===== src/rtl/sevensegments_pkg.sv =====
// Shared types and constants for the seven-segment write scheduler.
package sevensegments_pkg;

  typedef enum logic [1:0] {
    StIdle,
    StIssue,
    StGap
  } state_e;

  localparam int unsigned SEG_A      = 0;
  localparam int unsigned SEG_B      = 1;
  localparam int unsigned SEG_C      = 2;
  localparam int unsigned SEG_D      = 3;
  localparam int unsigned SEG_E      = 4;
  localparam int unsigned SEG_F      = 5;
  localparam int unsigned SEG_G      = 6;
  localparam int unsigned SEG_DP_BIT = 7;

  localparam logic [7:0] SEG_BLANK = 8'h00;
  localparam logic [7:0] SEG_DP    = 8'h01 << SEG_DP_BIT;

  // Entry 0 is the rightmost element: index by hex value.
  localparam logic [15:0][7:0] SEG_HEX = {
    8'h71, 8'h79, 8'h5E, 8'h39, 8'h7C, 8'h77, 8'h6F, 8'h7F,
    8'h07, 8'h7D, 8'h6D, 8'h66, 8'h4F, 8'h5B, 8'h06, 8'h3F
  };

endpackage


===== src/rtl/sevensegments_hex_enc.sv =====
// Combinational hex digit to active-high segment byte encoder.
module sevensegments_hex_enc
  import sevensegments_pkg::*;
(
  input  logic [3:0] value,
  input  logic       dp,
  input  logic       blank,
  output logic [7:0] seg
);

  always_comb begin
    seg = SEG_HEX[value] | (dp ? SEG_DP : SEG_BLANK);
    if (blank) seg = SEG_BLANK;
  end

endmodule


===== src/rtl/sevensegments_sched.sv =====
// Round-robin write scheduler feeding single-digit updates and clears to the display port.
module sevensegments_sched
  import sevensegments_pkg::*;
#(
  parameter int unsigned GAP = 4
) (
  input  logic        clock,
  input  logic        reset,
  input  logic        req0_valid,
  output logic        req0_ready,
  input  logic [2:0]  req0_digit,
  input  logic [3:0]  req0_value,
  input  logic        req0_dp,
  input  logic        req0_blank,
  input  logic        req1_valid,
  output logic        req1_ready,
  input  logic [2:0]  req1_digit,
  input  logic [3:0]  req1_value,
  input  logic        req1_dp,
  input  logic        req1_blank,
  input  logic        clear,
  output logic        start_port,
  output logic [63:0] val,
  output logic [63:0] mask,
  output logic        busy
);

  localparam int unsigned CntW = (GAP > 1) ? $clog2(GAP) : 1;

  state_e          state_q, state_d;
  logic [CntW-1:0] cnt_q, cnt_d;
  logic            rr_q, rr_d;
  logic            clr_pend_q, clr_pend_d;
  logic [63:0]     val_q, val_d, mask_q, mask_d;

  logic       idle, clr_now, any_valid, sel1, xfer;
  logic [2:0] g_digit;
  logic [3:0] g_value;
  logic       g_dp, g_blank;
  logic [7:0] g_seg;

  assign idle      = (state_q == StIdle);
  assign clr_now   = clear | clr_pend_q;
  assign any_valid = req0_valid | req1_valid;
  // rr names the preferred requester; the other wins only when it is idle.
  assign sel1      = rr_q ? req1_valid : ~req0_valid;

  assign req0_ready = ~reset & idle & ~clr_now & any_valid & ~sel1;
  assign req1_ready = ~reset & idle & ~clr_now & any_valid & sel1;
  assign xfer       = req0_ready | req1_ready;

  assign g_digit = sel1 ? req1_digit : req0_digit;
  assign g_value = sel1 ? req1_value : req0_value;
  assign g_dp    = sel1 ? req1_dp    : req0_dp;
  assign g_blank = sel1 ? req1_blank : req0_blank;

  sevensegments_hex_enc u_hex_enc (
    .value (g_value),
    .dp    (g_dp),
    .blank (g_blank),
    .seg   (g_seg)
  );

  always_comb begin
    state_d    = state_q;
    cnt_d      = cnt_q;
    rr_d       = rr_q;
    clr_pend_d = clr_pend_q;
    val_d      = val_q;
    mask_d     = mask_q;
    unique case (state_q)
      StIdle: begin
        if (clr_now) begin
          val_d      = '0;
          mask_d     = '1;
          clr_pend_d = 1'b0;
          state_d    = StIssue;
        end else if (xfer) begin
          val_d   = 64'(g_seg) << {g_digit, 3'b000};
          mask_d  = 64'hFF << {g_digit, 3'b000};
          rr_d    = ~sel1;
          state_d = StIssue;
        end
      end
      StIssue: begin
        if (clear) clr_pend_d = 1'b1;
        if (GAP > 0) begin
          cnt_d   = CntW'(GAP - 1);
          state_d = StGap;
        end else begin
          state_d = StIdle;
        end
      end
      StGap: begin
        if (clear) clr_pend_d = 1'b1;
        if (cnt_q == '0) state_d = StIdle;
        else             cnt_d   = cnt_q - 1'b1;
      end
      default: state_d = StIdle;
    endcase
  end

  always_ff @(posedge clock or posedge reset) begin
    if (reset) begin
      state_q    <= StIdle;
      cnt_q      <= '0;
      rr_q       <= 1'b0;
      clr_pend_q <= 1'b0;
      val_q      <= '0;
      mask_q     <= '0;
    end else begin
      state_q    <= state_d;
      cnt_q      <= cnt_d;
      rr_q       <= rr_d;
      clr_pend_q <= clr_pend_d;
      val_q      <= val_d;
      mask_q     <= mask_d;
    end
  end

  // Decoding from state keeps the strobe asynchronous to reset.
  assign start_port = (state_q == StIssue);
  assign val        = start_port ? val_q  : '0;
  assign mask       = start_port ? mask_q : '0;
  assign busy       = ~idle | clr_pend_q;

endmodule


===== config.mk =====
export PLATFORM = sky130hd
export DESIGN_NAME = sevensegments_sched
export DESIGN_NICKNAME = d
export VERILOG_FILES = /design/src/rtl/sevensegments_pkg.sv /design/src/rtl/sevensegments_hex_enc.sv /design/src/rtl/sevensegments_sched.sv
export SDC_FILE = /design/constraint.sdc
export NUM_CORES = 1
export LEC_CHECK = 0
export ABC_CLOCK_PERIOD_IN_PS = 7000
export CAP_MARGIN = 25
export CORE_MARGIN = 2
export CORE_UTILIZATION = 52
export CTS_BUF_LIST = sky130_fd_sc_hd__clkbuf_4 sky130_fd_sc_hd__clkbuf_8
export DETAILED_ROUTE_END_ITERATION = 10
export GPL_ROUTABILITY_DRIVEN = 0
export HOLD_SLACK_MARGIN = 0.08
export PLACE_DENSITY = 0.93
export SLEW_MARGIN = 20
export SYNTH_ARGS = -nofsm -noshare
export SYNTH_HDL_FRONTEND = slang
export SYNTH_SLANG_ARGS = --single-unit

===== constraint.sdc =====
create_clock -name clock -period 7 [get_ports clock]
set_input_delay 1.75 -clock clock [delete_from_list [all_inputs] [get_ports clock]]
set_output_delay 1.75 -clock clock [all_outputs]
set_load 0.01 [all_outputs]

Word-level counts from Yosys, hierarchy flattened
Memories as Yosys holds them, arrays and structs flattened. Cells that the tools add are included. Widths: inputs -> output; s select.

Add/subtract/negate cells: 1. Magnitude comparators: 1. Eq/ne operators: 7. Shift operators: 2. Muxes and demuxes: 23. Bitwise logic cells: 15. Reduce and logical (&&, ||, !) cells: 11.

Operators by type and width (number): $mux 64 (6); $shl 8x6->64 (1); $shl 8x6->64 const A (1); $mux 8 (3); $mux 2 (4); $or 8x8->8 (1); $pmux 2 s3 (1); $reduce_and 2->1 (3); $reduce_and 3->1 (2); $reduce_bool 2->1 (3); $and 1x1->1 (5); $lt 4x5->1 const B (1); $mux 1 (5); $not 1->1 (5); $logic_not 2->1 (2); $mux 4 (1); $ne 2x1->1 const B (2); $ne 2x2->1 const B (2); $or 1x1->1 (4); $pmux 2 s2 (1); $mux 3 (1); $ne 3x1->1 const B (1); $eq 2x1->1 const B (1); $eq 2x2->1 const B (1); other kinds (3) (3).

Bits in registers: 134. ROM bits: 128. Bits of input ports: 23. Output and inout port bits: 132. Logic and storage cells: 67. Memories: 1.

Memories: (name not given) (depth 16, bits a word 8, rd ports 1, clocked after Yosys merged registers in 0, wr ports 0, line sevensegments_hex_enc.sv:12) `seg = SEG_HEX[value] | (dp ? SEG_DP : SEG_BLANK);`.

Depth between registers and ports, before layout
Depth in word-level cells: 10. Gate-level depth with buffers: 11. Gate-level depth less buffers: 10.

By module
A second synthesis with hierarchy kept.

Cells, all modules: 418. Area total of the unflattened synthesis: 4366.7 um2.

By module, submodules not included: sevensegments_sched (instances 1, cells an instance 381, area each 4095.2 um2, sequential area each 1951.9 um2); sevensegments_hex_enc (instances 1, cells an instance 37, area each 271.5 um2, sequential area each 0.0 um2).

Worst setup path after synthesis
Ideal clock, no wire load.

Path kind: input to output. Start point: input port reset. End point: output port req1_ready. Data arrival time: 2.547 ns. Required time: 5.250 ns. Slack: 2.703 ns. Stages on the path: 4. Buffers on the path: 1. Cell sequence: o21ba_2 -> nand3_1 -> clkbuf_1 -> nor2_1.

Cells in the longest elaborated chain, start to end: 5.

RTL lines: start: declaration (line sevensegments_sched.sv:8) `input logic reset,`; $not 1->1 (line sevensegments_sched.sv:49) `assign req1_ready = ~reset & idle & ~clr_now & any_valid & sel1;`; $and 1x1->1 (4 in series) (line sevensegments_sched.sv:49); end: declaration (line sevensegments_sched.sv:16) `output logic req1_ready,`.

No other way between the ends.

Worst setup path after layout
Start point: input port req0_valid. End point: output port req1_ready.

Cells in the longest elaborated chain, start to end: 3. Elaborated cells on any way between the ends: 5. Those cells by class: 1 x mux; 4 x bitwise.

RTL lines: start: declaration (line sevensegments_sched.sv:9) `input logic req0_valid,`; $or 1x1->1 or $not 1->1 (tied branches) (line sevensegments_sched.sv:44, sevensegments_sched.sv:46); $and 1x1->1 or $mux 1 (tied branches) (line sevensegments_sched.sv:49, sevensegments_sched.sv:46); $and 1x1->1 * (line sevensegments_sched.sv:49).

Every way passes the cells marked *; elsewhere a longest branch is shown, timed or not.

==> flow_metrics.tcl <==
set metrics [dict create \
    io_pins 155 \
    r2r_start "rr_q" \
    n_antenna_cell 0 \
    fillers 707 \
    grt_usage 0.2428 \
    grt-ovfl-total 0 \
    dp.cells 700 \
    grt_start_max_net_pins 76 \
    synth_ff_type "dfrtp_1" \
    use_met2 0.4187 \
    die_x_um 100.1 \
    min-delay-path-class "register to register" \
    wl_per_cell_um 16.98 \
    end_kind "output pin" \
    via_per_inst 5.606 \
    fmax_mhz 182.7 \
    finalHoldWorstSlack_ps 474.7 \
    initial_core_util 0.5275 \
    synth_cell_types 53 \
    synth_common_cells "78 x dfrtp_1, 73 x and2_1, 66 x nand2_1, 59 x buf_4, 31 x o21ai_0" \
    period_needed_ps 5474 \
    grt_busiest_layer "met2" \
    cts.clk_slew.worst_paths_ps 90 \
    power.density_nw_per_um2 345.8 \
    status "finished clean" \
    numCtsBuffers 9 \
    arrival_ps 3720 \
    power.share.combinational 0.584 \
    postRouteWirelength_um 12210 \
    dr.pass1.iters 5 \
    syn_inst 522 \
    grt_pass1_wl_um 19300 \
    syn_avg_cell_area_um2 9.204 \
    rsz0062_at_grt "no" \
    postRouteAntennaNets 0 \
    synth-seq-cells 78 \
    cts_root_buf "clkbuf_8" \
    core_um2 9109 \
    drive_above_1_share 0.08224 \
    p_leak_nw 2.551 \
    tightestPinTransition_ps 715.9 \
    vias 4031 \
    relSlewSlack 0.5227 \
    power.switching_mw 0.8784 \
    die_y_um 100.1 \
    worstPathRequired_ps 5250 \
    htree_levels 3 \
    finalHoldViolations 0 \
    syn-cell-area_um2 4805 \
    fin_crit_sh 0.7821 \
    grt_pass1_vias 3885 \
    syn2layout_area_growth_pct 27.97 \
    slew_violations 0 \
    synthArstFlopShare 1.000 \
    finClkSkew_ps 10.02 \
    final_cell_area_um2 6148 \
    port_buffers 154 \
    multi_input_area_um2 2213 \
    synth_top_area_frac 0.4063 \
    nNetsFinal 638 \
    finalSetupViolCount 0 \
    syn_nets 557 \
    synth_edf_count 0 \
    met3_usage 0.04526 \
    post-route-util 0.6750 \
    p_clk_frac 0.162 \
    hpwlAfterDp_um 8767 \
    ys_seq_area_frac 0.4063 \
    power_frac_seq 0.254 \
    post_cts_resized 0 \
    clock_latency_ps 350 \
    yosysWarnings 0 \
    first_iter_violations 286 \
    clockBufferDepth 2 \
    dpl_cell_area_um2 5911 \
    path_class "input port to output pin" \
    min_from "cnt_q[0]" \
    cp-startpoint "req0_valid" \
    intPower_mw 1.247 \
    cts_tree "done" \
    met1_usage 0.3084 \
    drv_cap 0 \
    yosys.area.top_type "dfrtp_1" \
    setup_slack_ps 1526 \
    ctsHoldBuffers 0 \
    cts.sink_count 78 \
    critPathMaxFanout 13 \
    antenna_found_initial 0 \
    seq_area_um2 1952 \
    ir_drop_uv 262.1 \
    switching_share 0.4132 \
    place_ws_ps 1579 \
    yosysMostFrequentCell "dfrtp_1" \
    total_power_mw 2.126 \
    worst_setup_path_start_kind "input port" \
    rows 35 \
    cts_setup_buffers 0 \
    yosys-top-cells-area "dfrtp_1 41%, and2_1 9.5%, buf_4 9.2%" \
    drc 0 \
    dieArea_um2 10020 \
    stdcell_count 719 \
    setup_tns_ps 0 \
]
## cell type report
| class | instances | area share |
|---|---|---|
| Multi-Input combinational cell | 347 | 0.3600 |
| Sequential cell | 78 | 0.3175 |
| Tap cell | 111 | 0.02259 |
| Clock inverter | 6 | 0.01160 |
| Timing Repair Buffer | 159 | 0.2621 |
| Inverter | 8 | 0.004884 |
| Clock buffer | 10 | 0.02137 |
## worst max-delay path, cell delays in order
cell and delay, ps:
clkdlybuf4s50_1 560, o21ba_2 200, nand3_1 380, nor2_1 270, clkdlybuf4s50_1 570
## final timing paths
path | end | slack, ps | cells after the start
max | req1_ready | 1530 | 5
min | cnt_q[0] | 470 | 1
max reg2reg | val_q[11] | 3980 | 8
min reg2reg | cnt_q[0] | 470 | 1
max in group asynchronous | val_q[31] | 4170 | 3
min in group asynchronous | rr_q | 1750 | 2
## routing by layer
metal / vias up / wire [µm]
met3: 32 / 882
met4: 0 / 274
li1: 1879 / -
met2: 198 / 6058
met5: - / 0
met1: 1922 / 4995
## cells in the final DEF (no fill, tap or decap), drive strengths merged, types with 2 or more instances in the layout
master	synthesis	final
a211o	2	2
buf	74	3
a21boi	3	3
a31oi	4	4
nand2	68	68
nand3	9	9
clkinv	0	2
o21ba	2	2
and2	73	73
and3	3	3
nor4	9	9
a21o	2	2
nor2b	5	5
nor3	2	2
nand4	9	9
clkdlybuf4s50	0	154
a22o	8	8
mux2i	7	7
nor2	21	21
ha	12	12
or3	4	4
o31ai	18	18
dfrtp	78	78
a32oi	2	2
a21oi	14	14
inv	8	9
clkinvlp	0	2
nand2b	4	4
mux2	6	6
clkbuf	15	12
o21ai	49	49
## state kept, by name (all words and copies together) (netlist names)
name / cells
clr_pend_q: 1
mask_q: 8
cnt_q: 2
rr_q: 1
val_q: 64
state_q: 2
## power groups by stage
stage                     logic (mW)  clock network [mW]  registers, mW
after CTS                       1.23               0.350          0.540
final                           1.24               0.345          0.540
after global placement          1.16                   0          0.547
after floorplan                0.909                   0          0.536
after detailed placement        1.22                   0          0.549
after global routing            1.33               0.370          0.548
## cell families after synthesis
| logic type | count (synthesis) | share of synthesized area |
|---|---|---|
| xor+xnor | 1 | 0.001823 |
| mux | 13 | 0.03125 |
| simple gates | 212 | 0.2388 |
| flops | 78 | 0.4062 |
| fa+ha+maj | 12 | 0.03125 |
| compound gates | 109 | 0.1565 |
| buf+inv | 97 | 0.1341 |
Power figures use the tool's default switching activity.
